--- src/rtl/eth_tx_sched_if.sv ---
// eth_tx_sched_if: packet-type request to the frame sender and the sender stream it reports back
interface eth_tx_sched_if;
  logic [3:0] o_pkt_type;
  logic i_sop;
  logic i_eop;
  logic i_vld;
  logic i_rdy;
  modport master (output o_pkt_type, input i_sop, i_eop, i_vld, i_rdy);
  modport slave (input o_pkt_type, output i_sop, i_eop, i_vld, i_rdy);
endinterface

--- src/rtl/eth_tx_sched.sv ---
// eth_tx_sched: arbitrates ARP resp/ARP req/UDP fragments onto the sender's packet type (ETH_TX_SCHED_STATS_EN adds event counters)
module eth_tx_sched #(
  parameter int GAP_CYCLES = 16,
  parameter int ISSUE_TIMEOUT = 64,
  parameter int FRAGS_PER_BLOCK = 4,
  parameter logic [23:0] ARP_RETRY = 24'd12500000
) (
  input  logic clk,
  input  logic rst_n,
  input  logic i_arp_resp_req,
  input  logic i_udp_req,
  input  logic i_mac_valid,
  eth_tx_sched_if.master tx,
  output logic o_busy,
  output logic o_udp_drop,
  output logic o_err
`ifdef ETH_TX_SCHED_STATS_EN
  ,
  output logic [15:0] o_cnt_arp,
  output logic [15:0] o_cnt_udp,
  output logic [7:0] o_cnt_err
`endif
);
  localparam int CMAX = ISSUE_TIMEOUT > GAP_CYCLES ? ISSUE_TIMEOUT : GAP_CYCLES;
  localparam int CW = $clog2(CMAX) + 1;
  localparam int FW = $clog2(FRAGS_PER_BLOCK) + 1;
  typedef enum logic [1:0] {IDLE, ISSUE, BUSY, GAP} state_t;
  state_t state_q, state_d;
  logic [3:0] type_q, type_d;
  logic [CW-1:0] cnt_q, cnt_d;
  logic [FW-1:0] frag_q, frag_d;
  logic [23:0] tmr_q, tmr_d;
  logic resp_q, resp_d, req_q, req_d, udp_q, udp_d, drop_q, drop_d, err_q, err_d;
  logic sop_acc, eop_acc, eop_done, timeout, udp_active, udp_new, udp_abort, udp_elig, frag_last, tmr_hit;
  assign sop_acc = tx.i_sop & tx.i_vld & tx.i_rdy;
  assign eop_acc = tx.i_eop & tx.i_vld & tx.i_rdy;
  assign eop_done = state_q == BUSY && eop_acc;
  assign timeout = state_q == ISSUE && !sop_acc && cnt_q == CW'(ISSUE_TIMEOUT - 1);
  assign udp_active = (state_q == ISSUE || state_q == BUSY) && type_q == 4'd3;
  assign udp_new = i_udp_req & i_mac_valid;
  // a block whose MAC went away is abandoned, but only once any fragment already on the wire has finished
  assign udp_abort = udp_q & ~i_mac_valid & ~udp_active;
  assign udp_elig = udp_q & i_mac_valid;
  assign frag_last = frag_q == FW'(FRAGS_PER_BLOCK - 1);
  assign tmr_hit = ~i_mac_valid & ~req_q & (tmr_q == ARP_RETRY - 24'd1);
  assign tx.o_pkt_type = type_q;
  assign o_busy = state_q != IDLE;
  assign o_udp_drop = drop_q;
  assign o_err = err_q;
  // packet sequencing: pick a winner in IDLE, wait for sop, wait for eop, then hold type 0 for the gap
  always_comb begin
    state_d = state_q;
    type_d = type_q;
    cnt_d = cnt_q;
    err_d = timeout;
    case (state_q)
      IDLE: begin
        type_d = resp_q ? 4'd2 : req_q ? 4'd1 : udp_elig ? 4'd3 : 4'd0;
        cnt_d = '0;
        state_d = (resp_q | req_q | udp_elig) ? ISSUE : IDLE;
      end
      ISSUE: begin
        cnt_d = cnt_q + CW'(1);
        if (sop_acc) state_d = BUSY;
        else if (timeout) begin
          state_d = GAP;
          type_d = 4'd0;
          cnt_d = '0;
        end
      end
      BUSY: if (eop_acc) begin
        state_d = GAP;
        type_d = 4'd0;
        cnt_d = '0;
      end
      default: begin
        cnt_d = cnt_q + CW'(1);
        if (cnt_q == CW'(GAP_CYCLES - 1)) state_d = IDLE;
      end
    endcase
  end
  // pending flags, ARP retry timer and UDP fragment bookkeeping; a new request outranks a same-cycle clear
  always_comb begin
    resp_d = i_arp_resp_req | (resp_q & ~(eop_done && type_q == 4'd2));
    req_d = tmr_hit | (req_q & ~(eop_done && type_q == 4'd1));
    tmr_d = (i_mac_valid || tmr_hit) ? '0 : req_q ? tmr_q : tmr_q + 24'd1;
    frag_d = frag_q;
    udp_d = udp_q;
    drop_d = udp_abort | (i_udp_req & (~i_mac_valid | udp_q));
    if (eop_done && type_q == 4'd3) begin
      frag_d = frag_last ? '0 : frag_q + FW'(1);
      udp_d = ~frag_last;
    end
    if (udp_abort) begin
      frag_d = '0;
      udp_d = 1'b0;
    end
    if (udp_new) begin
      frag_d = '0;
      udp_d = 1'b1;
    end
  end
  // state and registered outputs
  always_ff @(posedge clk or negedge rst_n) begin
    if (!rst_n) begin
      state_q <= IDLE;
      type_q <= '0;
      cnt_q <= '0;
      frag_q <= '0;
      tmr_q <= '0;
      resp_q <= 1'b0;
      req_q <= 1'b0;
      udp_q <= 1'b0;
      drop_q <= 1'b0;
      err_q <= 1'b0;
    end else begin
      state_q <= state_d;
      type_q <= type_d;
      cnt_q <= cnt_d;
      frag_q <= frag_d;
      tmr_q <= tmr_d;
      resp_q <= resp_d;
      req_q <= req_d;
      udp_q <= udp_d;
      drop_q <= drop_d;
      err_q <= err_d;
    end
  end
`ifdef ETH_TX_SCHED_STATS_EN
  logic [15:0] arpc_q, arpc_d, udpc_q, udpc_d;
  logic [7:0] errc_q, errc_d;
  // saturating event counters
  always_comb begin
    arpc_d = arpc_q + ((eop_done && type_q != 4'd3 && ~&arpc_q) ? 16'd1 : 16'd0);
    udpc_d = udpc_q + ((eop_done && type_q == 4'd3 && ~&udpc_q) ? 16'd1 : 16'd0);
    errc_d = errc_q + ((timeout && ~&errc_q) ? 8'd1 : 8'd0);
  end
  // counter registers
  always_ff @(posedge clk or negedge rst_n) begin
    if (!rst_n) begin
      arpc_q <= '0;
      udpc_q <= '0;
      errc_q <= '0;
    end else begin
      arpc_q <= arpc_d;
      udpc_q <= udpc_d;
      errc_q <= errc_d;
    end
  end
  assign o_cnt_arp = arpc_q;
  assign o_cnt_udp = udpc_q;
  assign o_cnt_err = errc_q;
`endif
endmodule
--- src/flat_wrapper.sv ---
// flat-port wrapper written by rule: the top's interface ports become plain ports
module eth_tx_sched_flat 
#(
  parameter int GAP_CYCLES = 16,
  parameter int ISSUE_TIMEOUT = 64,
  parameter int FRAGS_PER_BLOCK = 4,
  parameter logic [23:0] ARP_RETRY = 24'd12500000
)
  (clk, rst_n, i_arp_resp_req, i_udp_req, i_mac_valid, o_busy, o_udp_drop, o_err, tx_o_pkt_type, tx_i_sop, tx_i_eop, tx_i_vld, tx_i_rdy);
  eth_tx_sched_if tx_i ();
  input  logic clk;
  input  logic rst_n;
  input  logic i_arp_resp_req;
  input  logic i_udp_req;
  input  logic i_mac_valid;
  output logic o_busy;
  output logic o_udp_drop;
  output logic o_err;
  output wire logic [$bits(tx_i.o_pkt_type)-1:0] tx_o_pkt_type;
  input wire logic [$bits(tx_i.i_sop)-1:0] tx_i_sop;
  input wire logic [$bits(tx_i.i_eop)-1:0] tx_i_eop;
  input wire logic [$bits(tx_i.i_vld)-1:0] tx_i_vld;
  input wire logic [$bits(tx_i.i_rdy)-1:0] tx_i_rdy;
  assign tx_o_pkt_type = tx_i.o_pkt_type;
  assign tx_i.i_sop = tx_i_sop;
  assign tx_i.i_eop = tx_i_eop;
  assign tx_i.i_vld = tx_i_vld;
  assign tx_i.i_rdy = tx_i_rdy;
  eth_tx_sched #(.GAP_CYCLES(GAP_CYCLES), .ISSUE_TIMEOUT(ISSUE_TIMEOUT), .FRAGS_PER_BLOCK(FRAGS_PER_BLOCK), .ARP_RETRY(ARP_RETRY)) u_core (.clk(clk), .rst_n(rst_n), .i_arp_resp_req(i_arp_resp_req), .i_udp_req(i_udp_req), .i_mac_valid(i_mac_valid), .tx(tx_i), .o_busy(o_busy), .o_udp_drop(o_udp_drop), .o_err(o_err));
endmodule
--- config.mk ---
export PLATFORM = sky130hd
export DESIGN_NAME = eth_tx_sched_flat
export DESIGN_NICKNAME = d
export VERILOG_FILES = /design/src/rtl/eth_tx_sched_if.sv /design/src/rtl/eth_tx_sched.sv /design/src/flat_wrapper.sv
export SDC_FILE = /design/constraint.sdc
export NUM_CORES = 1
export LEC_CHECK = 0
export BUFFER_PORTS_ARGS = -buffer_cell sky130_fd_sc_hd__buf_2
export CAP_MARGIN = 20
export CORE_ASPECT_RATIO = 2
export CORE_MARGIN = 3
export CORE_UTILIZATION = 40
export CTS_CLUSTER_DIAMETER = 50
export DETAILED_ROUTE_END_ITERATION = 8
export MAX_ROUTING_LAYER = met4
export PLACE_DENSITY_LB_ADDON = 0.1
export SYNTH_ARGS = -nofsm -noshare
export SYNTH_HDL_FRONTEND = slang
export SYNTH_SLANG_ARGS = --single-unit
--- constraint.sdc ---
create_clock -name clk -period 2.7 [get_ports clk]
set_input_delay 0 -clock clk [delete_from_list [all_inputs] [get_ports clk]]
set_output_delay 0 -clock clk [all_outputs]
set_load 0.1 [all_outputs]
==> impl_metrics.ini, run 1 <==
[synthesis]
syn_area_um2 = 2370
synth.distinct_cells = 50
synthAdderAreaFrac = 0.0423
ys.flop_type = dfrtp_1
synth-xor-area-share = 0.0444
synth_top_family_by_area = simple AND/OR/NAND/NOR gates
synth_area_per_cell_um2 = 9.58
synth-simple-area-share = 0.234
synth_edf_count = 0
synth_compound_area_frac = 0.154
yosysWarnings = 0
synth_mux_area_frac = 0.0275
yosysTopAreaCell = dfrtp_1
synth.area.top_cells = dfrtp_1 45%, ha_1 4.2%, nor2_1 3.6%
synth_top_area_frac = 0.455
syn_inst = 247
synth-seq-area-share = 0.455
async_reset_ff_frac = 1.00
ys_ff_latch = 43

[setup_path]
worst_r2r_endpoint = u_core.tmr_q[20]
crit_buf_inv = 0
crit_chain = ha_1, and4b_2, nand4_1, or4_1, a21oi_1
crit_fanout = 13
path_delay_family = simple AND/OR/NAND/NOR gates
end_kind = register
critPathRequiredTime_ps = 2920
r2r_cells = 5
r2r_slack_ps = 610
worstSetupPathType = register to register
startpoint_type = register
cp_data_arrival_time_ps = 2310
regToRegStartpoint = u_core.tmr_q[0]
critPathSlowestCell = or4_1
critPathMaxStageDelay_ps = 590

[clocking]
cts_sinks = 43
worstSkewPairLatency_ps = 290
cts_tree = yes
cts_setup_buffers = 0
htreeDepth = 2
numCtsBuffers = 5
cts_root_buffer = clkbuf_16
clkTransAtPathRegs_ps = 60
clock_path_buffers = 2
post_cts_resized = 0

[floorplanning]
die_w_um = 60.4
num_io_pins = 16
core-area_um2 = 5710
die-area_um2 = 6930
rows = 39
start_util = 0.415
die_h_um = 115

[grt]
grt_pass1_wl_mm = 9.27
overflow = 0
grt_max_degree = 44
grt_pass1_vias = 1915
grtUsageTotal = 0.188
grt_antenna_before_repair = 0

[placement]
portBuffers = 13
dpl.hpwl_mm = 4.08
dp_slack_ps = 614
place_congestion = 0.819

[timing]
setup_tns_ps = 0
worstMarginPinSlew_ps = 974
min_period_ps = 2090
setup_viol = 0
finalMaxSlewViolations = 0
fmaxAchievable_mhz = 479
grt_setup_unrepaired = false
setup_ws_ps = 612
hold_viol = 0
hold_ws_ps = 31.2
finClkSkew_ps = 3.55
fin_crit_sh = 0.773
slew_headroom = 0.351

[final_layout]
num_antenna_cells = 0
area_growth_pct = 11.6
final_layout_size_suffix_gt1_frac = 0.144
final_nets = 280
fillers = 554

[worst_hold_path]
worstHoldStart = i_mac_valid
hold_depth = 2
holdPathEnd = u_core.o_udp_drop
hold_path.class = input port to register

[route]
via_count = 1895
drt-initial-drc-count = 56
wl_per_cell_um = 16.8
drtPass1Iterations = 6
drc_errors = 0
viasPerCell = 5.85
wirelength_mm = 5.43
drtAntennaViolNets = 0

[power]
leakage_uw = 0.00110
power.total_uw = 1960
cellPowerDensity_nw_per_um2 = 740
vdd_drop_max_uv = 616

[job]
cap_violations = 0

[run_status]
status = complete, no violations
==> stage by stage <==
| step | cell area, um2 | utilization | cells |
|---|---|---|---|
| 5_1_grt | 2640 | 0.463 | 324 |
| 3_5_place_dp | 2470 | 0.432 | 314 |
| 4_1_cts | 2640 | 0.463 | 324 |
| 6_report | 2640 | 0.463 | 324 |
| 3_3_place_gp | 2470 | 0.432 | 314 |
| 2_1_floorplan | 2370 | - | 248 |
==> synth_stat cells, types with 2 or more instances <==
| cell type | count |
|---|---|
| mux2i_1 | 2 |
| nand4_1 | 7 |
| nand3_1 | 11 |
| buf_2 | 2 |
| ha_1 | 8 |
| mux2_2 | 4 |
| buf_4 | 3 |
| clkbuf_1 | 4 |
| o2bb2ai_1 | 2 |
| nand2b_1 | 2 |
| or3_1 | 9 |
| o311ai_0 | 2 |
| xnor2_1 | 8 |
| xor2_1 | 4 |
| inv_1 | 11 |
| nand2_1 | 17 |
| nor2_1 | 23 |
| nor3_1 | 6 |
| and3_1 | 3 |
| or2_2 | 2 |
| dfrtp_1 | 43 |
| o21ai_0 | 17 |
| o31ai_1 | 7 |
| and4_1 | 2 |
| a211oi_1 | 2 |
| a21oi_1 | 15 |
| or4_1 | 4 |
| a31oi_1 | 3 |
| a21oi_2 | 2 |
| or4_4 | 2 |
==> state kept, by name, indices dropped and copies added (netlist names) <==
name,count
u_core.o_err,1
u_core.state_q,2
u_core.resp_q,1
u_core.frag_q,3
u_core.udp_q,1
u_core.cnt_q,7
u_core.tx.o_pkt_type,2
u_core.o_udp_drop,1
u_core.req_q,1
u_core.tmr_q,24
==> cell type report <==
cell class	instances	area, um2	share of cell area
flip-flops and latches	43	1080	0.407
clock inverters	1	5.00	0.00189
clock buffers	6	139	0.0526
well taps	61	76.3	0.0289
repair buffers	18	110	0.0417
inverters	11	41.3	0.0156
multi-input cells	184	1190	0.452
==> worst reg2reg max path: cells and delay by family (launching register included) <==
family / cells / cell delay [ps]
flops: 1 / 420
compound gates: 1 / 150
simple gates: 3 / 1260
fa+ha+maj: 1 / 180
==> cells in the final DEF (no fill, tap or decap), drive strengths merged, types with 3 or more instances in the layout <==
cell,synthesis,layout
dfrtp,43,43
xor2,4,4
o21ai,17,17
nand3,11,11
nand4,7,7
nand2,17,17
or4,6,6
clkbuf,4,6
nor3,6,6
a21oi,17,17
dlygate4sd3,0,3
nor2,23,23
o31ai,8,8
buf,6,15
a31oi,3,3
inv,11,11
ha,8,8
mux2,4,4
or3,9,9
xnor2,8,8
and3,3,3
==> routing by layer <==
layer,track usage,routed length [um]
met3,0.0303,138
met1,0.176,1910
met4,0.0991,198
met2,0.344,3180
met5,-,0
==> cells by family (layout without fill, tap and decap cells) <==
logic type,count (synthesis),in the layout
and+or+nand+nor,99,99
AOI/OAI and AO/OA,57,57
DFF,43,43
buffers and inverters,21,36
xor gates and xnor gates,12,12
adders and majority gates,8,8
muxes,6,6
other,1,2
==> worst max path at each step <==
stage,start,to,slack [ps],cells after the start
final,u_core.tmr_q[0],u_core.tmr_q[20],610,5
after floorplan,u_core.tx.o_pkt_type[0],u_core.frag_q[0],760,4
after global routing,u_core.tmr_q[0],u_core.tmr_q[22],360,5
after CTS,u_core.tmr_q[0],u_core.tmr_q[20],600,5
after detailed placement,u_core.tmr_q[0],u_core.tmr_q[20],610,5
after global placement,u_core.tmr_q[0],u_core.tmr_q[20],670,5
==> power breakdown <==
group	switching (uW)	internal (uW)	leakage, uW
Sequential	60.7	696	0.000581
Clock	249	361	0.0000727
Combinational	399	190	0.000443
==> what timing repair did <==
item                       CTS  global route
setup endpoints to repair    0             0
hold buffers                 3             0
hold endpoints to repair    46             0
(Power assumes the default switching activity.)
==> run 2, diff against run 1 <==
clock period = 1.8 ns   (was 2.7 ns; I/O delays follow)
==> impl_metrics.ini, run 2 (synthesis gave the netlist of run 1 again) <==
[run_status]
status = finished with violations
violations = setup timing

[clocking]
numCtsBuffers = 5
htreeDepth = 2
cts_tree = yes
cts_root_buffer = clkbuf_16
clkTransAtPathRegs_ps = 60
worstSkewPairLatency_ps = 280
clock_path_buffers = 2
cts_sinks = 43

[route]
drt-initial-drc-count = 101
wirelength_mm = 5.89
drtAntennaViolNets = 0
wl_per_cell_um = 15.5
via_count = 2105
drc_errors = 0
viasPerCell = 5.54
drtPass1Iterations = 5

[grt]
grt_antenna_before_repair = 0
grt_max_degree = 44
grtUsageTotal = 0.189
use_met2 = 0.353
grt_pass1_vias = 2082
overflow = 0
grt_pass1_wl_mm = 9.39
use_met1 = 0.179
busiest_layer = met2
grtUsageMet3 = 0.0315

[final_layout]
stdcell_area_um2 = 3230
final_nets = 335
area_growth_pct = 36.6
final_common_cell = buf_4
final_layout_size_suffix_gt1_frac = 0.373
top_register = u_core.tmr_q
final-instance-count-excl-fill = 380
num_antenna_cells = 0
reg_top3 = u_core.tmr_q x24, u_core.cnt_q x7, u_core.frag_q x3
layout_common_cells = 51 x buf_4, 40 x dfrtp_1, 23 x nor2_1
largest_reg_flops = 24

[setup_path]
worstSetupPathType = register to register
startpoint_type = register
end_kind = register
cp_data_arrival_time_ps = 2040
critPathMaxStageDelay_ps = 550
crit_chain = nand4b_4, or4_4, or4_4, a21oi_2
r2r_slack_ps = -30
crit_fanout = 6
critPathRequiredTime_ps = 2020
critPathSlowestCell = or4_4
worst_path_most_repeated_cell = or4_4

[floorplanning]
start_util = 0.415
die_h_um = 115
core-area_um2 = 5710
die_w_um = 60.4
rows = 39
num_io_pins = 16
die-area_um2 = 6930

[timing]
fmaxAchievable_mhz = 548
setup_tns_ps = -70.2
finClkSkew_ps = 2.27
setup_viol = 3
min_period_ps = 1830
setup_ws_ps = -25.2
finalMaxSlewViolations = 0
hold_viol = 0
fin_crit_sh = 1.01
grt_setup_unrepaired = true

[power]
vdd_drop_max_uv = 1080
cellPowerDensity_nw_per_um2 = 1010
leakage_uw = 0.00140

[job]
cap_violations = 0

[placement]
dpl_cell_area_um2 = 2800
dp_slack_ps = -23.8
dpl.hpwl_mm = 4.24
portBuffers = 13
placed_cells = 354
place_congestion = 0.808

[worst_hold_path]
hold_path.class = input port to register
-- run 2: changes by cell type in the layout (fill, tap and decap cells not counted), sizes merged --
cell,previous run,this run
clkbuf,6,8
buf,15,69
-- run 2: final timing paths --
kind | from | to | cells after the start
setup / recovery | u_core.req_q | u_core.tmr_q[19] | 4
setup reg to reg | u_core.req_q | u_core.tmr_q[19] | 4
hold reg to reg | u_core.frag_q[2] | u_core.frag_q[2] | 2
min in group asynchronous | rst_n | u_core.tmr_q[10] | 3
hold / removal | i_mac_valid | u_core.o_udp_drop | 2
max in group asynchronous | rst_n | u_core.tx.o_pkt_type[0] | 3
-- run 2: area by class of cell --
| class | count | area [um2] |
|---|---|---|
| well taps | 61 | 76.3 |
| flip-flops and latches | 43 | 1080 |
| inverters | 11 | 41.3 |
| multi-input cells | 184 | 1310 |
| fillers | 532 | 2480 |
| clock buffers | 7 | 143 |
| repair buffers | 73 | 577 |
| clock inverters | 1 | 5.00 |
-- run 2: power breakdown --
part | total, uW | internal [uW] | switching (uW)
clock | 914 | 550 | 364
combinational | 1240 | 547 | 696
sequential | 1120 | 1050 | 69.6
total | 3270 | 2140 | 1130
-- run 2: routing by layer --
| layer | wire length, um | share of wire |
|---|---|---|
| met1 | 2080 | 0.35 |
| met2 | 3500 | 0.59 |
| met3 | 125 | 0.021 |
| met4 | 189 | 0.032 |
| met5 | 0 | 0 |
-- run 2: through the flow --
step,total power (uW),util,hold WS [ps]
2_1_floorplan,1830,-,-296
3_3_place_gp,2280,0.490,-1.05
3_5_place_dp,2280,0.490,-2.59
4_1_cts,3230,0.527,25.6
5_1_grt,3440,0.566,52.0
6_report,3270,0.566,36.4
-- run 2: worst max-delay path: cells and delay by family, from the launching register on --
family	cells	cell delay, ps
DFF	1	370
and+or+nand+nor	3	1260
AOI/OAI and AO/OA	1	120
-- run 2: repair_timing --
item | CTS | global route
endpoints found under the setup margin | 20 | 25
gates resized for setup | 2 | 31
cloned | 0 | 2
setup buffers | 3 | 10
hold endpoints to repair | 45 | 0
hold buffers | 3 | 0
pin swaps | 1 | 16
==> run 3, diff against run 2 <==
BUFFER_PORTS_ARGS = -buffer_cell sky130_fd_sc_hd__buf_4   (was -buffer_cell sky130_fd_sc_hd__buf_2)
==> impl_metrics.ini, run 3 (synthesis gave the netlist of run 1 again) <==
[power]
power.share.clock = 0.298
vdd_drop_max_uv = 1580
power_switching_uw = 1150
switching_share = 0.335
leakage_uw = 0.00138
power.total_uw = 3420
p_int_uw = 2270
power_frac_comb = 0.376
cellPowerDensity_nw_per_um2 = 1070
seqPwrFrac = 0.326

[run_status]
violations = setup timing
status = finished with violations

[timing]
hold_ws_ps = 115
min_period_ps = 1830
slew_headroom = 0.630
hold_viol = 0
setup_ws_ps = -26.2
setup_viol = 5
fin_crit_sh = 1.01
fmaxAchievable_mhz = 548
finalMaxSlewViolations = 0
worstMarginPinSlew_ps = 555
finClkSkew_ps = 5.62
grt_setup_unrepaired = true

[clocking]
cts_sinks = 43
cts_tree = yes
clkTransAtPathRegs_ps = 60
htreeDepth = 2
numCtsBuffers = 5
clock_path_buffers = 2
cts_root_buffer = clkbuf_16
worstSkewPairLatency_ps = 280

[setup_path]
r2r_cells = 5
critPathRequiredTime_ps = 2010
crit_chain = buf_4, nand4b_4, or4_4, or4_1, a21oi_1
critPathSlowestCell = or4_4
cp_data_arrival_time_ps = 2030
cp-startpoint = u_core.tmr_q[0]
regToRegStartpoint = u_core.tmr_q[0]
worstSetupPathType = register to register
startpoint_type = register
end_kind = register
critPathMaxStageDelay_ps = 540
crit_fanout = 6

[floorplanning]
die-area_um2 = 6930
core-area_um2 = 5710
die_w_um = 60.4
die_h_um = 115
rows = 39
start_util = 0.415
num_io_pins = 16

[worst_hold_path]
worstHoldStart = tx_i_sop
hold_path.class = input port to register
hold_depth = 4

[final_layout]
top_register = u_core.tmr_q
final_nets = 328
layout_common_cells = 58 x buf_4, 40 x dfrtp_1, 23 x nor2_1
area_growth_pct = 34.7
num_antenna_cells = 0
reg_top3 = u_core.tmr_q x24, u_core.cnt_q x7, u_core.frag_q x3
final_layout_size_suffix_gt1_frac = 0.343
largest_reg_flops = 24
final_common_cell = buf_4

[placement]
place_congestion = 0.796
portBuffers = 13
dpl.hpwl_mm = 4.30

[grt]
grt_pass1_wl_mm = 9.81
grtUsageTotal = 0.195
grt_max_degree = 44
grt_antenna_before_repair = 0
grt_pass1_vias = 2171
overflow = 0

[route]
drtAntennaViolNets = 0
drtPass1Iterations = 4
viasPerCell = 5.60
drc_errors = 0
via_count = 2089
wl_per_cell_um = 16.3
wirelength_mm = 6.08
drt-initial-drc-count = 78

[job]
cap_violations = 0
[run 3: cell types whose count changed in the layout (fill, tap and decap cells not counted), moves of 2 or more]
cell / previous run / this run
buf_4: 51 / 58
or4_4: 4 / 2
buf_2: 13 / 0
buf_12: 2 / 0
or4_1: 2 / 4
[run 3: worst paths after layout]
check | to | slack (ps)
min | u_core.o_err | 120
max reg2reg | u_core.tmr_q[19] | -30
min reg2reg | u_core.frag_q[2] | 500
max | u_core.tmr_q[19] | -30
max in group asynchronous | u_core.tmr_q[7] | 1130
min in group asynchronous | u_core.tmr_q[13] | 250
[run 3: area by class of cell]
| type | count | area [um2] |
|---|---|---|
| Fill cell | 521 | 2520 |
| Inverter | 11 | 41.3 |
| Multi-Input combinational cell | 184 | 1310 |
| Timing Repair Buffer | 66 | 520 |
| Clock buffer | 7 | 133 |
| Clock inverter | 1 | 30.0 |
| Tap cell | 61 | 76.3 |
| Sequential cell | 43 | 1080 |
[run 3: per-layer routing]
| metal | part of all wire | GRT usage | vias to the layer above | routed length, um |
|---|---|---|---|---|
| li1 | - | - | 1022 | - |
| met1 | 0.36 | 0.183 | 1017 | 2160 |
| met2 | 0.59 | 0.363 | 34 | 3590 |
| met3 | 0.021 | 0.0315 | 16 | 126 |
| met4 | 0.033 | 0.0932 | 0 | 200 |
| met5 | 0 | - | - | 0 |
[run 3: power groups by stage]
stage | Combinational (uW) | Clock, uW | Sequential (uW)
floorplan | 578 | 0 | 1250
global placement | 1160 | 0 | 1130
detailed placement | 1170 | 0 | 1130
CTS | 1190 | 1040 | 1120
global route | 1400 | 1090 | 1120
finish | 1280 | 1020 | 1110
[run 3: what timing repair did]
item                                   4_1_cts  5_1_grt
hold buffers                                 4        0
setup buffers                                7        5
endpoints found under the hold margin       45        0
resized for setup                            5       29
cloned                                       0        0
setup endpoints to repair                   24       30
pin swaps                                    6        8
[run 3: worst max-delay path: cells and delay by family (launching register included)]
kind / cells / cell delay [ps]
buf+inv: 1 / 130
compound gates: 1 / 130
flops: 1 / 380
simple gates: 3 / 1120
[run 3: metrics by stage]
stage          setup TNS, ps  cell area (um2)  instances  setup WS (ps)   util
3_3_place_gp            -151             2770        350          -26.4  0.486
4_1_cts                 -237             3050        369          -45.0  0.533
2_1_floorplan           -182             2380        248          -84.0      -
5_1_grt                -1050             3190        373           -150  0.559
3_5_place_dp            -262             2770        350          -46.9  0.486
6_report               -80.2             3190        373          -26.2  0.559
